--- src/rtl/vga_timing_gen.sv ---
// vga_timing_gen: 640x480@60 raster generator driven from the 50 MHz clock.
// A Clk/2 pixel enable advances DrawX/DrawY; sync/blank decodes are taken
// from the next counter value and registered so they line up with the
// coordinates they describe. A frame_start pulse and a frame counter mark
// each wrap back to (0,0).
module vga_timing_gen #(
  parameter int H_VISIBLE = 640,
  parameter int H_FP      = 16,
  parameter int H_SYNC    = 96,
  parameter int H_BP      = 48,
  parameter int V_VISIBLE = 480,
  parameter int V_FP      = 10,
  parameter int V_SYNC    = 2,
  parameter int V_BP      = 33
) (
  input  logic       Clk,
  input  logic       Reset,
  output logic       pixel_clk,
  output logic       hs,
  output logic       vs,
  output logic       blank_n,
  output logic       sync_n,
  output logic [9:0] DrawX,
  output logic [9:0] DrawY,
  output logic       frame_start,
  output logic [7:0] frame_count
);

  localparam int H_TOTAL = H_VISIBLE + H_FP + H_SYNC + H_BP;
  localparam int V_TOTAL = V_VISIBLE + V_FP + V_SYNC + V_BP;

  localparam logic [9:0] H_LAST  = 10'(H_TOTAL - 1);
  localparam logic [9:0] V_LAST  = 10'(V_TOTAL - 1);
  localparam logic [9:0] H_VIS   = 10'(H_VISIBLE);
  localparam logic [9:0] V_VIS   = 10'(V_VISIBLE);
  localparam logic [9:0] HS_BEG  = 10'(H_VISIBLE + H_FP);
  localparam logic [9:0] HS_END  = 10'(H_VISIBLE + H_FP + H_SYNC);
  localparam logic [9:0] VS_BEG  = 10'(V_VISIBLE + V_FP);
  localparam logic [9:0] VS_END  = 10'(V_VISIBLE + V_FP + V_SYNC);

  logic [9:0] x_nxt;
  logic [9:0] y_nxt;
  logic       frame_wrap;
  logic       hs_nxt;
  logic       vs_nxt;
  logic       blank_n_nxt;

  // Next raster position: advance only on the pixel_clk-high phase, so each
  // coordinate is held for two Clk cycles. frame_wrap flags the (last,last)->(0,0) step.
  always_comb begin
    x_nxt      = DrawX;
    y_nxt      = DrawY;
    frame_wrap = 1'b0;
    if (pixel_clk) begin
      if (DrawX == H_LAST) begin
        x_nxt = 10'd0;
        if (DrawY == V_LAST) begin
          y_nxt      = 10'd0;
          frame_wrap = 1'b1;
        end else begin
          y_nxt = DrawY + 10'd1;
        end
      end else begin
        x_nxt = DrawX + 10'd1;
      end
    end
  end

  // Decodes of the next position; registering them gives zero latency
  // relative to DrawX/DrawY.
  always_comb begin
    hs_nxt      = ~((x_nxt >= HS_BEG) && (x_nxt < HS_END));
    vs_nxt      = ~((y_nxt >= VS_BEG) && (y_nxt < VS_END));
    blank_n_nxt = (x_nxt < H_VIS) && (y_nxt < V_VIS);
  end

  // Raster state, decoded outputs and frame bookkeeping.
  always_ff @(posedge Clk) begin
    if (Reset) begin
      pixel_clk   <= 1'b0;
      DrawX       <= 10'd0;
      DrawY       <= 10'd0;
      hs          <= 1'b1;
      vs          <= 1'b1;
      blank_n     <= 1'b0;
      frame_start <= 1'b0;
      frame_count <= 8'd0;
    end else begin
      pixel_clk   <= ~pixel_clk;
      DrawX       <= x_nxt;
      DrawY       <= y_nxt;
      hs          <= hs_nxt;
      vs          <= vs_nxt;
      blank_n     <= blank_n_nxt;
      frame_start <= frame_wrap;
      if (frame_wrap) frame_count <= frame_count + 8'd1;
    end
  end

  // Composite sync is not used by the DAC.
  assign sync_n = 1'b0;

endmodule

--- config.mk ---
export PLATFORM = sky130hd
export DESIGN_NAME = vga_timing_gen
export DESIGN_NICKNAME = d
export VERILOG_FILES = /design/src/rtl/vga_timing_gen.sv
export SDC_FILE = /design/constraint.sdc
export NUM_CORES = 1
export LEC_CHECK = 0
export CORE_ASPECT_RATIO = 0.5
export CORE_MARGIN = 2
export CORE_UTILIZATION = 40
export DETAILED_ROUTE_END_ITERATION = 6
export PLACE_DENSITY = 0.63
export RECOVER_POWER = 50
export SLEW_MARGIN = 20
export SYNTH_ARGS = -nofsm -noshare
export SYNTH_HDL_FRONTEND = slang
export SYNTH_SLANG_ARGS = --single-unit
--- constraint.sdc ---
create_clock -name Clk -period 3 [get_ports Clk]
set_clock_uncertainty 0.05 [all_clocks]
set_input_delay 0.6 -clock Clk [delete_from_list [all_inputs] [get_ports Clk]]
set_output_delay 0.6 -clock Clk [all_outputs]
set_load 0.005 [all_outputs]
# Yosys cells after proc, flatten, opt, wreduce, memory -nomap -nowiden
# Index checks and enable logic that the tools add are counted.
[classes] bitwise_logic=3 muxes=8 eq_ne=2 order_cmp=6 n_reduce_logical=3 addsub=3
[ops] op="10-bit two-way mux" count=5
[ops] op="10-bit by 1-bit adder with 10-bit output, second input constant" count=2
[ops] op="10-bit equality test, second input constant" count=2
[ops] op="10-bit less-than comparator, second input constant" count=2
[ops] op="10-bit by 9-bit less-than comparator with 1-bit output, second input constant" count=2
[ops] op="10-bit >= comparator, second input constant" count=1
[ops] op="10-bit by 9-bit >= comparator with 1-bit output, second input constant" count=1
[ops] op="8-bit by 1-bit adder with 8-bit output, second input constant" count=1
[ops] op="1-bit logical AND" count=3
[ops] op="1-bit two-way mux" count=3
[ops] op="1-bit inverter" count=3
[word_totals] reg_bits=33 output_inout_bits=34 wordCells=33 input_bits=2

# Longest topological paths before layout
[depth] ltp_word=7 depth_mapped=7 depth_no_buf=6

# Worst setup path before layout
# OpenSTA, ideal clock, no wires.
[synth_path] kind="register to register" from="reg DrawX[5]" to="reg frame_count[7]" t_required_ns=2.822 setup_ns=0.128 arrival_time_ns=2.013 path_stages_with_launch=7 synth_period_minus_slack_ns=2.191 setup_slack_ns=0.809 path_buffers=1 cell_sequence="dfxtp_1 -> buf_6 -> or4b_4 -> or3_4 -> or4_1 -> xor2_1 -> nor2_1"
[synth_via] elab_chain_cells=3
[synth_rtl] element="start, declared" line_no="23" text="output logic [9:0] DrawX,"
[synth_rtl] element="start signal, assigned" line_no="90" text="DrawX <= x_nxt;"
[synth_rtl] element="10-bit equality test" line_no="55" text="if (DrawX == H_LAST) begin"
[synth_rtl] element="1-bit two-way mux" line_no="55"
[synth_rtl] element="1-bit two-way mux" line_no="54" text="if (pixel_clk) begin"
[synth_rtl] element="end signal, assigned" line_no="96" text="if (frame_wrap) frame_count <= frame_count + 8'd1;"
[synth_rtl] element="end, declared" line_no="26" text="output logic [7:0] frame_count"
# Every way passes these cells.
# A chain may end at the register's enable or synchronous reset.

# Final worst setup path
[layout_path] from="reg DrawX[5]" to="reg vs"
[layout_via] elab_chain_cells=6 elab_cells_between_ends=7 cone_classes="2 x order compare; 1 x eq/ne; 2 x mux; 1 x bitwise; 1 x reduce/logical"
[layout_rtl] element="10-bit equality test *" line_no="55"
[layout_rtl] element="10-bit two-way mux *" line_no="55"
[layout_rtl] element="10-bit two-way mux *" line_no="54"
[layout_rtl] element="10-bit by 9-bit >= comparator with 1-bit output / 10-bit by 9-bit less-than comparator with 1-bit output (equally long branches)" line_no="73" text="vs_nxt = ~((y_nxt >= VS_BEG) && (y_nxt < VS_END));"
[layout_rtl] element="1-bit logical AND *" line_no="73"
[layout_rtl] element="1-bit inverter *" line_no="73"
[layout_rtl] element="end signal, assigned" line_no="93" text="vs <= vs_nxt;"
[layout_rtl] element="end, declared" line_no="20" text="output logic vs,"
# Mark *: on every way between the ends. The rest lies on a longest branch, timed or not.

==> impl_metrics.toml <==
[timing]
setup_viol = 0
grt_setup_unrepaired = "no"
maxSlewHeadroom = 0.5355
setup-tns-final_ps = 0
post-route-period-util = 0.8259
fmax_mhz = 403.6
hold_ws_ps = 446.0
worst_slew_pin_slew_ps = 696.7
hold_violations = 0
period_minus_slack_ps = 2478
drv_slew = 0
finalWorstSetupSlack_ps = 522.4

[clock_tree]
insertion_delay_ps = 290
cts_setup_buffers = 0
cts_resized = 0
cts_buffer_depth = 2
clk_root_buffer_cell = "clkbuf_8"
cts-hold-fix-buffers = 0
htree_levels = 2
cts_tree = "done"
clock-sinks = 33
path_clk_slew_ps = 60
cts_made_buffers = 5

[floorplanning]
die_h_um = 50.76
io_pins = 36
dieWidth_um = 97.52
coreArea_um2 = 4044
rows = 16
start_util = 0.4325
dieArea_um2 = 4950

[global_route]
grt_max_degree = 16
gr-total-overflow = 0
grt_usage = 0.1695
grt_pass1_wl_mm = 6.568
antenna_found_initial = 0
grt_pass1_vias = 1362

[finish]
multi_input_area_um2 = 980.9
fill_cells = 397
diodes = 0
postLayoutCoreUtil = 0.5359
final_cells = 295
drive_gt1_frac = 0.03320
syn_to_final_growth_pct = 23.89
regArea_um2 = 660.6
fin_area_um2 = 2167
nets = 246

[logic_synthesis]
ys_types = 47
synthCells = 210
ys_seq_area_frac = 0.3777
synthFlopType = "dfxtp_1"
syn-num-nets = 216
yosysTopAreaCell = "dfxtp_1"
ys_seq_elements = 33
async_flop_share = 0
synth_top_area_share = 0.3777
ys_top_cells_by_area = "dfxtp_1 (38%), xnor2_1 (7.0%), nor2_1 (5.6%)"
syn_avg_cell_area_um2 = 8.329
synth_edf_count = 0
synthesis.area_um2 = 1749
ys_warn_count = 0

[worst_setup_path]
crit_buf_inv = 1
cp.required_ps = 3120
slowest_stage = "or4b_1"
crit_type = "register to register"
critical_path.max_stage_delay_ps = 600
end_kind = "register"
crit_start = "DrawX[5]"
cp_max_fo = 15
path_cells = "or4b_1 > nor3_1 > buf_4 > nand3_1 > a21o_1 > a2111o_1"
cp_top_family = "simple AND/OR/NAND/NOR gates"
worst_setup_path_start_kind = "register"
r2r_start = "DrawX[5]"
cp.arrival_ps = 2600

[status]
outcome = "finished, final reports clean"

[routing]
via_count = 1564
dr.pass1.iters = 4
wl_per_cell_um = 13.46
drtAntennaViolNets = 0
wl_mm = 3.970
drc = 0
drt_iter0_drc = 38
viasPerCell = 5.302

[power]
max-vdd-ir-drop_mv = 0.1811
p_seq_frac = 0.565
finalPower_mw = 0.7900
power.leakage_nw = 0.8107
power.density_nw_per_um2 = 364.6
p_clk_frac = 0.407
switching_share = 0.2195
netSwitchingPower_mw = 0.1734
combPwrFrac = 0.028
power.internal_mw = 0.6166

[placement]
placed_area_um2 = 2100
place.gp.congestion = 0.8403
dp_cells = 287
portBuffers = 34
dp_slack_ps = 678.4
hpwlAfterDp_mm = 2.930

[flow_run]
cap_violations = 0

[min_path]
hold_start = "frame_count[1]"
hold_path.class = "register to register"
==> layer usage <==
metal,routed length [um],part of all wire,up-vias,track usage
li1,-,-,796,-
met5,0,0,-,0
met4,47,0.012,0,0.06944
met2,1669,0.42,24,0.2517
met1,2106,0.53,737,0.2329
met3,146,0.037,7,0.04735
==> final timing paths <==
kind	end	slack, ps	cells after the start
worst max-delay path	vs	520	6
worst min-delay path	frame_count[1]	450	2
worst max register to register	vs	520	6
worst min register to register	frame_count[1]	450	2
==> worst reg2reg max path, cell delays in order (launching register included) <==
cell and delay [ps]:
dfxtp_1 410, or4b_1 600, nor3_1 360, buf_4 300, nand3_1 100, a21o_1 190
a2111o_1 370
==> cell usage in the layout, fill, tap and decap left out, types with 7 or more instances in the layout <==
master	count
dfxtp_1	33
nor2_1	26
dlygate4sd3_1	20
nand2_1	16
xnor2_1	14
clkdlybuf4s50_1	14
nand3_1	10
nor3_1	10
a21oi_1	10
xor2_1	9
inv_1	7
and3_1	7
==> power by group through the flow <==
stage / logic (mW) / clock network, mW / registers [mW]
finish: 0.0225 / 0.321 / 0.446
floorplan: 0.0155 / 0 / 0.454
global route: 0.0248 / 0.354 / 0.447
global placement: 0.0254 / 0 / 0.456
CTS: 0.0254 / 0.329 / 0.446
detailed placement: 0.0254 / 0 / 0.456
==> flip-flops by register name (all words and copies together), names as in the netlist <==
| signal | flops |
|---|---|
| frame_count | 8 |
| DrawX | 10 |
| pixel_clk | 1 |
| hs | 1 |
| blank_n | 1 |
| DrawY | 10 |
| frame_start | 1 |
| vs | 1 |
==> cells in the mapped netlist, types with 3 or more instances <==
master	count
ha_1	4
xnor2_1	14
or3_1	5
and3_1	7
nor2_1	26
nand2_1	16
clkbuf_1	6
nor3_1	9
xor2_1	9
inv_1	7
buf_2	4
a21oi_1	10
nand3_1	10
dfxtp_1	33
nand4_1	5
nor4_1	4
and4_1	3
==> final cells by class <==
cell class,count,area share
clock buffers,8,0.03695
inverters,7,0.01212
multi-input cells,157,0.4527
flip-flops and latches,33,0.3048
well taps,54,0.03118
repair buffers,36,0.1622
==> kinds of logic (layout without fill, tap and decap cells) <==
kind of cell | after synthesis | in the layout | synth area share
buf+inv | 20 | 51 | 0.05651
xor+xnor | 23 | 23 | 0.1152
fa+ha+maj | 4 | 4 | 0.02861
compound gates | 25 | 25 | 0.09443
flops | 33 | 33 | 0.3777
simple gates | 103 | 103 | 0.3197
mux | 1 | 1 | 0.005723
other cells | 1 | 1 | 0.002144
(Power assumes the default switching activity.)
